==> src/rtl/ring_rr_arbiter_pkg.sv <==
// Shared definitions for the ring round-robin arbiter.
//   - arb_state_e : FSM encodings (idle / grant held)
//   - clog2       : ceiling log2 used to size index and hold-counter fields
//   - DEFAULT_N, DEFAULT_MAX_HOLD : default parameter values
package ring_rr_arbiter_pkg;

  localparam int DEFAULT_N        = 4;
  localparam int DEFAULT_MAX_HOLD = 8;

  typedef enum logic {
    ST_IDLE  = 1'b0,
    ST_GRANT = 1'b1
  } arb_state_e;

  function automatic int clog2(input int value);
    int r;
    r = 0;
    for (int i = 0; i < 32; i++) begin
      if ((1 << r) < value) r = r + 1;
    end
    return r;
  endfunction

endpackage

==> src/rtl/ring_rr_arbiter_token_reg.sv <==
// One-hot priority token held in an N-bit ring register.
//   clk, reset   : clock, asynchronous active-high reset (token returns to bit 0)
//   advance_i    : rotate the held token left by one position with wrap
//   load_i       : load load_val_i rotated left by one (takes priority over advance_i)
//   load_val_i   : one-hot value to be rotated and loaded (the outgoing grant)
//   load_rot_o   : load_val_i rotated left, available combinationally so the
//                  caller can search with the pointer it is about to load
//   ptr_o        : current one-hot token
module ring_token_reg #(
  parameter int N = 4
) (
  input  logic         clk,
  input  logic         reset,
  input  logic         advance_i,
  input  logic         load_i,
  input  logic [N-1:0] load_val_i,
  output logic [N-1:0] load_rot_o,
  output logic [N-1:0] ptr_o
);

  logic [N-1:0] ptr_q;
  logic [N-1:0] ptr_d;

  // Modulo indexing keeps the rotation legal for N == 1, where it is identity.
  function automatic logic [N-1:0] rotl1(input logic [N-1:0] v);
    logic [N-1:0] r;
    r = '0;
    for (int i = 0; i < N; i++) begin
      r[(i + 1) % N] = v[i];
    end
    return r;
  endfunction

  assign load_rot_o = rotl1(load_val_i);

  always_comb begin
    ptr_d = ptr_q;
    if (load_i) begin
      ptr_d = load_rot_o;
    end else if (advance_i) begin
      ptr_d = rotl1(ptr_q);
    end
  end

  always_ff @(posedge clk or posedge reset) begin
    if (reset) begin
      ptr_q <= N'(1);
    end else begin
      ptr_q <= ptr_d;
    end
  end

  assign ptr_o = ptr_q;

endmodule

==> src/rtl/ring_rr_arbiter.sv <==
// Round-robin arbiter sharing one downstream resource among N requesters.
// A one-hot token sets search priority; the token moves only when a grant is
// released, and the next owner is chosen on that same edge (no idle bubble).
// A grant lasts while its owner keeps req high, capped at MAX_HOLD cycles.
//   clk         : rising-edge clock
//   reset       : asynchronous active-high reset
//   req_i       : request vector, bit i = requester i wants the resource
//   gnt_o       : registered one-hot grant, zero when idle
//   gnt_valid_o : OR of gnt_o
//   gnt_idx_o   : binary index of the granted requester, 0 when idle
//   ptr_o       : one-hot priority token; this requester wins ties
module ring_rr_arbiter
  import ring_rr_arbiter_pkg::*;
#(
  parameter int  N        = DEFAULT_N,
  parameter int  MAX_HOLD = DEFAULT_MAX_HOLD,
  localparam int IDX_W    = (clog2(N) < 1) ? 1 : clog2(N),
  localparam int HOLD_W   = (clog2(MAX_HOLD + 1) < 1) ? 1 : clog2(MAX_HOLD + 1)
) (
  input  logic             clk,
  input  logic             reset,
  input  logic [N-1:0]     req_i,
  output logic [N-1:0]     gnt_o,
  output logic             gnt_valid_o,
  output logic [IDX_W-1:0] gnt_idx_o,
  output logic [N-1:0]     ptr_o
);

  arb_state_e        state_q,    state_d;
  logic [N-1:0]      gnt_q,      gnt_d;
  logic [HOLD_W-1:0] hold_cnt_q, hold_cnt_d;

  logic [N-1:0] ptr;
  logic [N-1:0] ptr_rot;
  logic [N-1:0] search_ptr;
  logic [N-1:0] winner;
  logic         ptr_load;
  logic         keep;

  // First set bit of req at or above the token position, wrapping at N-1.
  function automatic logic [N-1:0] find_winner(input logic [N-1:0] req,
                                               input logic [N-1:0] tok);
    logic [N-1:0] win;
    logic         found;
    win   = '0;
    found = 1'b0;
    for (int i = 0; i < N; i++) begin
      if (tok[i]) begin
        for (int k = 0; k < N; k++) begin
          if (!found && req[(i + k) % N]) begin
            win[(i + k) % N] = 1'b1;
            found            = 1'b1;
          end
        end
      end
    end
    return win;
  endfunction

  function automatic logic [IDX_W-1:0] onehot_to_idx(input logic [N-1:0] v);
    logic [IDX_W-1:0] idx;
    idx = '0;
    for (int i = 0; i < N; i++) begin
      if (v[i]) idx = IDX_W'(i);
    end
    return idx;
  endfunction

  // The token only ever jumps to (released grant rotated left), so the
  // ring's plain advance path is unused here.
  ring_token_reg #(
    .N (N)
  ) u_token (
    .clk        (clk),
    .reset      (reset),
    .advance_i  (1'b0),
    .load_i     (ptr_load),
    .load_val_i (gnt_q),
    .load_rot_o (ptr_rot),
    .ptr_o      (ptr)
  );

  // While a grant is held the next search must use the post-release token,
  // so re-arbitration happens on the release edge itself.
  assign search_ptr = (state_q == ST_GRANT) ? ptr_rot : ptr;
  assign winner     = find_winner(req_i, search_ptr);
  assign keep       = (|(req_i & gnt_q)) && (hold_cnt_q < HOLD_W'(MAX_HOLD));

  always_comb begin
    state_d    = state_q;
    gnt_d      = gnt_q;
    hold_cnt_d = hold_cnt_q;
    ptr_load   = 1'b0;
    unique case (state_q)
      ST_IDLE: begin
        if (|req_i) begin
          gnt_d      = winner;
          hold_cnt_d = HOLD_W'(1);
          state_d    = ST_GRANT;
        end
      end
      ST_GRANT: begin
        if (keep) begin
          hold_cnt_d = hold_cnt_q + HOLD_W'(1);
        end else begin
          // A sole requester that timed out is found again by the wrapped
          // search, so its grant continues while the token still moves on.
          ptr_load = 1'b1;
          if (|winner) begin
            gnt_d      = winner;
            hold_cnt_d = HOLD_W'(1);
          end else begin
            gnt_d      = '0;
            hold_cnt_d = '0;
            state_d    = ST_IDLE;
          end
        end
      end
      default: begin
        state_d    = ST_IDLE;
        gnt_d      = '0;
        hold_cnt_d = '0;
      end
    endcase
  end

  always_ff @(posedge clk or posedge reset) begin
    if (reset) begin
      state_q    <= ST_IDLE;
      gnt_q      <= '0;
      hold_cnt_q <= '0;
    end else begin
      state_q    <= state_d;
      gnt_q      <= gnt_d;
      hold_cnt_q <= hold_cnt_d;
    end
  end

  assign gnt_o       = gnt_q;
  assign gnt_valid_o = |gnt_q;
  assign gnt_idx_o   = onehot_to_idx(gnt_q);
  assign ptr_o       = ptr;

endmodule

==> config.mk <==
export PLATFORM = sky130hd
export DESIGN_NAME = ring_rr_arbiter
export DESIGN_NICKNAME = d
export VERILOG_FILES = /design/src/rtl/ring_rr_arbiter_pkg.sv /design/src/rtl/ring_rr_arbiter_token_reg.sv /design/src/rtl/ring_rr_arbiter.sv
export SDC_FILE = /design/constraint.sdc
export NUM_CORES = 1
export LEC_CHECK = 0
export CORE_MARGIN = 2
export CORE_UTILIZATION = 53
export DETAILED_ROUTE_END_ITERATION = 10
export MAX_ROUTING_LAYER = met4
export PLACE_DENSITY = 0.85
export SETUP_SLACK_MARGIN = 0.2
export SYNTH_ARGS = -nofsm -noshare
export SYNTH_HDL_FRONTEND = slang
export SYNTH_SLANG_ARGS = --single-unit
==> constraint.sdc <==
create_clock -name clk -period 4 [get_ports clk]
set_clock_uncertainty 0.05 [all_clocks]
set_input_delay 0.8 -clock clk [delete_from_list [all_inputs] [get_ports clk]]
set_output_delay 0.8 -clock clk [all_outputs]
set_load 0.01 [all_outputs]
==> reports/metrics.yaml <==
status:
  status: "finished clean"
cts:
  cts_made_buffers: 3
  cts_hold_buf: 0
  post_cts_buffers: 0
  cts_tree: "done"
  cts.sink_count: 13
  clk_latency_ns: 0.27
  cts_root_buf: "clkbuf_4"
  htree_levels: 1
  clkTransAtPathRegs_ns: 0.08
  cts_resized: 0
  clock_path_buffers: 2
synthesis:
  synth_edf_count: 0
  ys.flop_type: "dfrtp_1"
  yosys-top-cells-area: "dfrtp_1 35%, o21ai_0 5.8%, nand2_1 4.8%, mux2_2 3.9%, a2111oi_2 3.5%"
  synth_nets: 99
  avgSynthCellArea_um2: 9.38
  synthesis.area_um2: 863
  synth.ff_latch_count: 13
  synth_top_area_share_pct: 34.8
  synth_top_area_cell: "dfrtp_1"
  seq_area_frac_synth_pct: 37.8
  synth_cell_types: 37
  synth_warnings: 0
  synthArstFlopShare_pct: 100
  netlist_instances: 92
route:
  routed_wl_um: 2140
  drtPass1Iterations: 4
  antenna_left: 0
  drc: 0
  vias_per_cell: 6.40
  routedWlPerCell_um: 16.9
  dr_total_vias: 813
  drt-initial-drc-count: 24
place:
  place_ws_ns: 1.22
  gp_congestion: 0.889
  dpl.hpwl_um: 1620
  port_buffers: 16
setup_path:
  startpoint: "req_i[0]"
  cp_max_fo: 7
  cp.arrival_ns: 2.61
  worstSetupEndpointType: "flip-flop"
  crit_chain: "clkdlybuf4s50_1 -> or2_2 -> nor4_4 -> nand2b_2 -> mux2_2"
  critPathSlowestCell: "clkdlybuf4s50_1"
  critPathRequiredTime_ns: 4.11
  timing_worst_setup_path_type: "in -> reg"
  slowest_delay_ns: 0.55
  r2r-start: "state_q"
  critPathLaunchType: "input port"
floorplanning:
  die_x_um: 44.4
  coreArea_um2: 1520
  ioPinCount: 17
  dieArea_um2: 1970
  rows: 14
  initial_utilization_pct: 56.7
  die_y_um: 44.4
global_routing:
  grt_max_degree: 15
  grt_pass1_wl_um: 3460
  antenna_found_initial: 0
  grt_pass1_vias: 772
  gr-usage-all-layers_pct: 25.0
  overflow: 0
sta:
  setup_tns_ns: 0
  tightestPinTransition_ns: 0.618
  rsz0062_at_grt: "no"
  hold_slack_ns: 0.483
  relSlewSlack_pct: 58.8
  fmax_ghz: 0.399
  min_period_ns: 2.50
  final-hold-violation-count: 0
  setup_violations: 0
  fin_ws_ns: 1.50
  maxSlewViolCount: 0
  timing.final.crit_share_pct: 62.6
layout:
  drive_above_1_share_pct: 16.2
  diodes: 0
  areaGrowthSynthToFinish_pct: 22.6
  layout.nets: 119
pwr:
  peakVddDrop_mv: 0.361
  power.leakage_nw: 0.464
  powerDensity_nw_per_um2: 675
  finalPower_mw: 0.714
hold_path:
  hp-class: "reg -> reg"
  worstHoldStart: "hold_cnt_q[1]"
flow_run:
  cap_viol_max_count: 0
cells in the final DEF, fill, tap and decap left out, types with 2 or more instances in the layout:
cell,Yosys,layout
clkdlybuf4s50_1,0,16
dfrtp_1,12,12
nand2_1,11,11
o21ai_0,10,10
inv_1,8,8
nor2_1,5,5
nor2b_1,3,3
mux2_2,3,3
a21oi_1,3,3
clkbuf_4,0,3
a22oi_1,2,2
nand3_1,2,2
or2_2,2,2
nand2b_2,2,2
a31oi_1,2,2
mux2i_1,2,2
a2111oi_2,2,2
a21o_1,2,2
per-stage QoR:
step           cells  cell area (µm²)  utilization, %
2_1_floorplan     92              863               -
3_3_place_gp     123             1030            67.7
3_5_place_dp     123             1030            67.7
4_1_cts          127             1060            69.5
5_1_grt          127             1060            69.5
6_report         127             1060            69.5
area by class of cell:
| type | count | area [µm²] |
|---|---|---|
| Clock buffer | 4 | 26.3 |
| Inverter | 8 | 30.0 |
| Timing Repair Buffer | 16 | 160 |
| Fill cell | 114 | 465 |
| Tap cell | 16 | 20.0 |
| Sequential cell | 13 | 327 |
| Multi-Input combinational cell | 70 | 495 |
kinds of logic after synthesis:
| kind of cell | after synthesis | share of synthesized area [%] |
|---|---|---|
| buffers and inverters | 9 | 4.78 |
| adders and majority gates | 1 | 1.45 |
| muxes | 6 | 7.97 |
| and+or+nand+nor | 31 | 21.0 |
| AOI/OAI and AO/OA | 32 | 27.0 |
| DFF | 13 | 37.8 |
state kept, by name, summed over array words and instances, names as in the netlist:
register       count
gnt_o              4
hold_cnt_q         4
state_q            1
u_token.ptr_o      4
cells in the mapped netlist (2+ instances only):
cell	number
or2_2	2
nand3_1	2
nand2b_2	2
mux2i_1	2
nor2_1	5
a21oi_1	3
a31oi_1	2
o21ai_0	10
a22oi_1	2
mux2_2	3
a21o_1	2
inv_1	8
a2111oi_2	2
nand2_1	11
nor2b_1	3
dfrtp_1	12
where the power goes:
| group | leakage (nW) | switching [mW] | internal, mW |
|---|---|---|---|
| logic | 0.282 | 0.189 | 0.197 |
| registers | 0.167 | 0.0773 | 0.172 |
| clock network | 0.0150 | 0.0410 | 0.0386 |
| total | 0.464 | 0.307 | 0.407 |
layer usage:
layer	track usage [%]	part of all wire (%)	up-vias
met1	31.5	42	393
met3	6.53	6.3	4
met2	40.0	50	38
met4	6.67	1.9	0
met5	-	0	-
li1	-	-	378
worst paths after layout:
check                                    to  slack [ns]  depth (start not counted)
max in group asynchronous  u_token.ptr_o[0]        2.75                          2
max                                gnt_o[1]        1.50                          5
max reg2reg                         state_q        1.87                          5
min reg2reg                   hold_cnt_q[1]        0.48                          2
min in group asynchronous          gnt_o[3]        0.79                          2
min                           hold_cnt_q[1]        0.48                          2
worst max-delay path, delay by kind of cell:
kind          cells  cell delay, ns
simple gates      3            0.92
buf+inv           1            0.55
mux               1            0.34
(Power assumes the default switching activity.)
==> edit 1: new RTL, same flow settings <==
Change the package constant `DEFAULT_MAX_HOLD` from 8 to 7.
--- a/src/rtl/ring_rr_arbiter_pkg.sv
+++ b/src/rtl/ring_rr_arbiter_pkg.sv
@@ -6,5 +6,5 @@
 
   localparam int DEFAULT_N        = 4;
-  localparam int DEFAULT_MAX_HOLD = 8;
+  localparam int DEFAULT_MAX_HOLD = 7;
 
   typedef enum logic {
Check against the original RTL: not equivalent (a bounded check fails within 10 cycles, from zero or initial values and one cycle with reset high).
==> edit 1 against the original RTL <==
  * Wire length rose by 5.9%
  * Setup slack got worse by 0.021 ns
  * Synthesized cell count rose by 4.3%
  * Critical path type unchanged
  * Clock power rose by 18%
  * Power rose by 19%
  * Final cell count rose by 0.79%
  * Final area did not move
  * Sequential cell count fell by 1
  * Area after synthesis rose by 1.6%
==> edit 1: results (changes against the original RTL) <==
placement:
  io_buffers: 16  # unchanged
  hpwl_um: 1650  # was 1620 um
  place_congestion: 0.894  # was 0.889
  placed_area_um2: 1020  # was 1030 um2
synthesis:
  synth_top_area_share_pct: 31.4  # was 34.8%
  syn-num-nets: 103  # was 99
  yosys_warnings: 0  # unchanged
  synth_commonest_cells: "dfrtp_1, a21oi_1, nor2_1"  # was dfrtp_1, nand2_1, o21ai_0
  ys_async_sr_fraction_pct: 100  # unchanged
  yosysSeqAreaShare_pct: 34.4  # was 37.8%
  ys_top_cells_by_area: "dfrtp_1, a21oi_1, mux2_2"  # was dfrtp_1, o21ai_0, nand2_1
  synth_cell_types: 41  # was 37
clock_tree:
  cts-buffers-inserted: 3  # unchanged
  insertion_delay_ns: 0.26
  cts_setup_buffers: 0  # unchanged
  clkTransAtPathRegs_ns: 0.08  # about the same
  cts_resized: 0  # unchanged
  cts_buffer_depth: 2  # unchanged
  ctsRootBufferMaster: "clkbuf_4"  # unchanged
  h-tree-depth: 1  # unchanged
grt:
  grt_pass1_vias: 821  # was 772
  antenna_found_initial: 0  # unchanged
  grt-ovfl-total: 0  # unchanged
  grt_usage_pct: 26.8  # was 25.0%
  grt_pass1_wl_um: 3860  # was 3460 um
  grt_max_degree: 17  # was 15
power:
  ir_drop_mv: 0.481  # was 0.361 mV
  p_leak_uw: 0.000451  # was 0.000464 uW
finish:
  nets: 120  # was 119
  drive_gt1_share_pct: 17.0  # was 16.2%
  fill_cells: 127  # was 114
  antennaDiodeCount: 0  # unchanged
setup_path:
  reg2reg_from: "state_q"  # unchanged
  crit_fanout: 9  # was 7
  r2r_cells: 5  # unchanged
  setup.worst_path.start: "req_i[2]"  # was req_i[0]
  crit_arrival_ns: 2.60  # was 2.61 ns
sta:
  relSlewSlack_pct: 64.4  # was 58.8%
status:
  status: "complete, no violations"  # unchanged
worst_hold_path:
  holdCritStartpoint: "u_token.ptr_o[0]"  # was hold_cnt_q[1]
  hold_class: "flop to flop"  # unchanged
  whs_path_depth: 2  # unchanged
drt:
  vias: 869  # was 813
  routedWlPerCell_um: 17.7  # was 16.9 um
  drt_iter0_drc: 29  # was 24
  first_pass_iters: 4  # unchanged
[edit 1: worst paths after layout]
check / slack [ns] / to
min: 0.49 / u_token.ptr_o[0]
min in group asynchronous: 0.78 / u_token.ptr_o[1]
min reg2reg: 0.49 / u_token.ptr_o[0]
max reg2reg: 1.90 / state_q
max in group asynchronous: 2.78 / u_token.ptr_o[0]
max: 1.47 / state_q
[edit 1: kinds of logic after synthesis]
family / after synthesis / synth area share, %
multiplexers: 6 / 7.85
adder cells (fa/ha/maj): 1 / 1.43
flip-flops: 12 / 34.4
buffers and inverters: 9 / 6.13
AND/OR/NAND/NOR: 38 / 25.4
AO/OA/AOI/OAI: 30 / 24.8
[edit 1: area by class of cell]
type	count	share of cell area, %
well taps	16	1.89
inverters	5	1.77
repair buffers	16	15.1
flip-flops and latches	12	28.5
multi-input cells	75	49.3
clock buffers	4	3.43
[edit 1: critical path, stage by stage]
cell and delay [ns]:
clkdlybuf4s50_1 0.59, a22oi_1 0.32, a21o_1 0.20, o311ai_1 0.13
a2111oi_2 0.43, a21oi_1 0.13
[edit 1: routing by layer]
metal	track usage [%]	wire [um]	up-vias
li1	-	-	394
met1	38.2	984	411
met2	40.9	1060	58
met3	1.22	173	6
met4	8.48	55	0
met5	-	0	-
[edit 1: per-stage QoR]
stage / instances / utilization, % / setup WS, ns / power (uW)
floorplan: 96 / - / 1.94 / 571
global placement: 124 / 67.1 / 1.34 / 727
detailed placement: 124 / 67.1 / 1.23 / 750
CTS: 128 / 69.5 / 1.47 / 846
global route: 128 / 69.5 / 1.34 / 910
finish: 128 / 69.5 / 1.47 / 851
[edit 1: report_power, final]
part / total, uW / leakage, uW / switching, uW / internal [uW]
clock: 93.7 / 0.0000210 / 38.6 / 55.1
sequential: 269 / 0.000148 / 96.9 / 172
combinational: 488 / 0.000282 / 231 / 257
total: 851 / 0.000451 / 367 / 484
==> edit 2: new RTL, same settings <==
Without the edit above. Reset style: synchronous (`reset`), changed in 2 clocked blocks. Comments in the files are not updated.
--- a/src/rtl/ring_rr_arbiter_token_reg.sv
+++ b/src/rtl/ring_rr_arbiter_token_reg.sv
@@ -43,5 +43,5 @@
   end
 
-  always_ff @(posedge clk or posedge reset) begin
+  always_ff @(posedge clk) begin
     if (reset) begin
       ptr_q <= N'(1);
--- a/src/rtl/ring_rr_arbiter.sv
+++ b/src/rtl/ring_rr_arbiter.sv
@@ -125,5 +125,5 @@
   end
 
-  always_ff @(posedge clk or posedge reset) begin
+  always_ff @(posedge clk) begin
     if (reset) begin
       state_q    <= ST_IDLE;
Behaviour: differs if reset is asserted again (counterexample within 4 cycles, from zero or initial values and one cycle with reset high); with reset held inactive, the same outputs for 10 cycles.
==> edit 2 against the original RTL <==
  * Die area down 0.14%
  * Area after synthesis is 0.14% lower
  * Sequential share of layout area down 5.0 points
  * Register-to-register slack worse by 0.14 ns
  * Global-route usage rose by 0.61 points
  * Final area shrank 4.7%
  * Setup slack got worse by 0.15 ns
  * Sequential cell count unchanged
  * Synthesized cell count rose by 11%
  * Wire length is 0.14% higher
  * Critical endpoint is now gnt_valid_o
Power is not compared: it rests on default switching activity, and its combinational part moved more than twofold at a synthesized area within 25%.
==> edit 2: results (changes against the original RTL) <==
synthesis:
  syn-num-nets: 109  # was 99
  synth_mux_area_share_pct: 8.71  # was 7.97%
  synth_compound_gate_area_share_pct: 21.6  # was 27.0%
  yosysSeqAreaShare_pct: 30.2  # was 37.8%
  synth_commonest_cells: "nor2_1, dfxtp_1, a21oi_1"  # was dfrtp_1, nand2_1, o21ai_0
  synthAdderAreaFrac_pct: 1.45  # about the same
  synth_cell_types: 39  # was 37
  syn_area_per_cell_um2: 8.45  # was 9.38 um2
  ys_async_sr_fraction_pct: 0  # was 100%
  ys_top_cells_by_area: "dfxtp_1, nor2_1, mux2i_1"  # was dfrtp_1, o21ai_0, nand2_1
drt:
  vias: 842  # was 813
  drt_iter0_drc: 30  # was 24
  routedWlPerCell_um: 16.3  # was 16.9 um
grt:
  grt_pass1_vias: 756  # was 772
  grt_usage_pct: 25.6  # was 25.0%
  grt_max_degree: 18  # was 15
finish:
  bufAreaShareNonClock_pct: 15.9  # was 15.1%
  nets: 124  # was 119
  seqCellArea_um2: 260  # was 327 um2
  clock_cell_area_share_pct: 2.61  # was 2.48%
  layout.cells.non_filler: 132  # was 127
  multi_input_cells: 79  # was 70
  num-nonclk-inverters: 4  # was 8
  fill_cells: 129  # was 114
  multiInputGateArea_um2: 527  # was 495 um2
  drive_gt1_share_pct: 10.3  # was 16.2%
placement:
  hpwl_um: 1560  # was 1620 um
  place_congestion: 1.00  # was 0.889
  dp_cells: 128  # was 123
  io_buffers: 16  # unchanged
clock_tree:
  cts_resized: 0  # unchanged
  insertion_delay_ns: 0.30  # was 0.27 ns
  clkTransAtPathRegs_ns: 0.09
setup_path:
  crit_fanout: 9  # was 7
  crit_arrival_ns: 1.80  # was 2.61 ns
  critPathMaxStageDelay_ns: 0.48  # was 0.55 ns
status:
  status: "complete, no violations"  # unchanged
die:
  fp.dieArea_um2: 1970  # about the same
  start_util_pct: 56.6  # was 56.7%
worst_hold_path:
  hold_class: "flop to flop"  # unchanged
power:
  p_leak_uw: 0.000418
sta:
  relSlewSlack_pct: 61.9  # was 58.8%
[edit 2: layer usage]
metal  part of all wire [%]  track usage (%)  vias to the layer above
met2                     47             37.6                       32
met5                      0                -                        -
met4                    4.3             18.8                        0
met3                    5.5             2.86                       11
met1                     44             32.3                      391
li1                       -                -                      408
[edit 2: final timing paths]
kind / start / endpoint / slack, ns / depth (start not counted)
setup / recovery: gnt_o[3] / gnt_valid_o / 1.35 / 3
setup reg to reg: state_q / hold_cnt_q[0] / 1.73 / 6
hold reg to reg: hold_cnt_q[2] / hold_cnt_q[2] / 0.44 / 2
hold / removal: hold_cnt_q[2] / hold_cnt_q[2] / 0.44 / 2
[edit 2: stage by stage]
step	util, %	worst slack (ns)	hold slack [ns]	total power (uW)	instance area, um2
after CTS	66.2	1.36	0.443	351	1010
after global placement	64.4	1.24	0.418	265	982
after detailed placement	64.4	1.15	0.433	268	982
after floorplan	-	1.96	0.405	238	862
after global routing	66.2	1.28	0.511	369	1010
final	66.2	1.35	0.443	355	1010
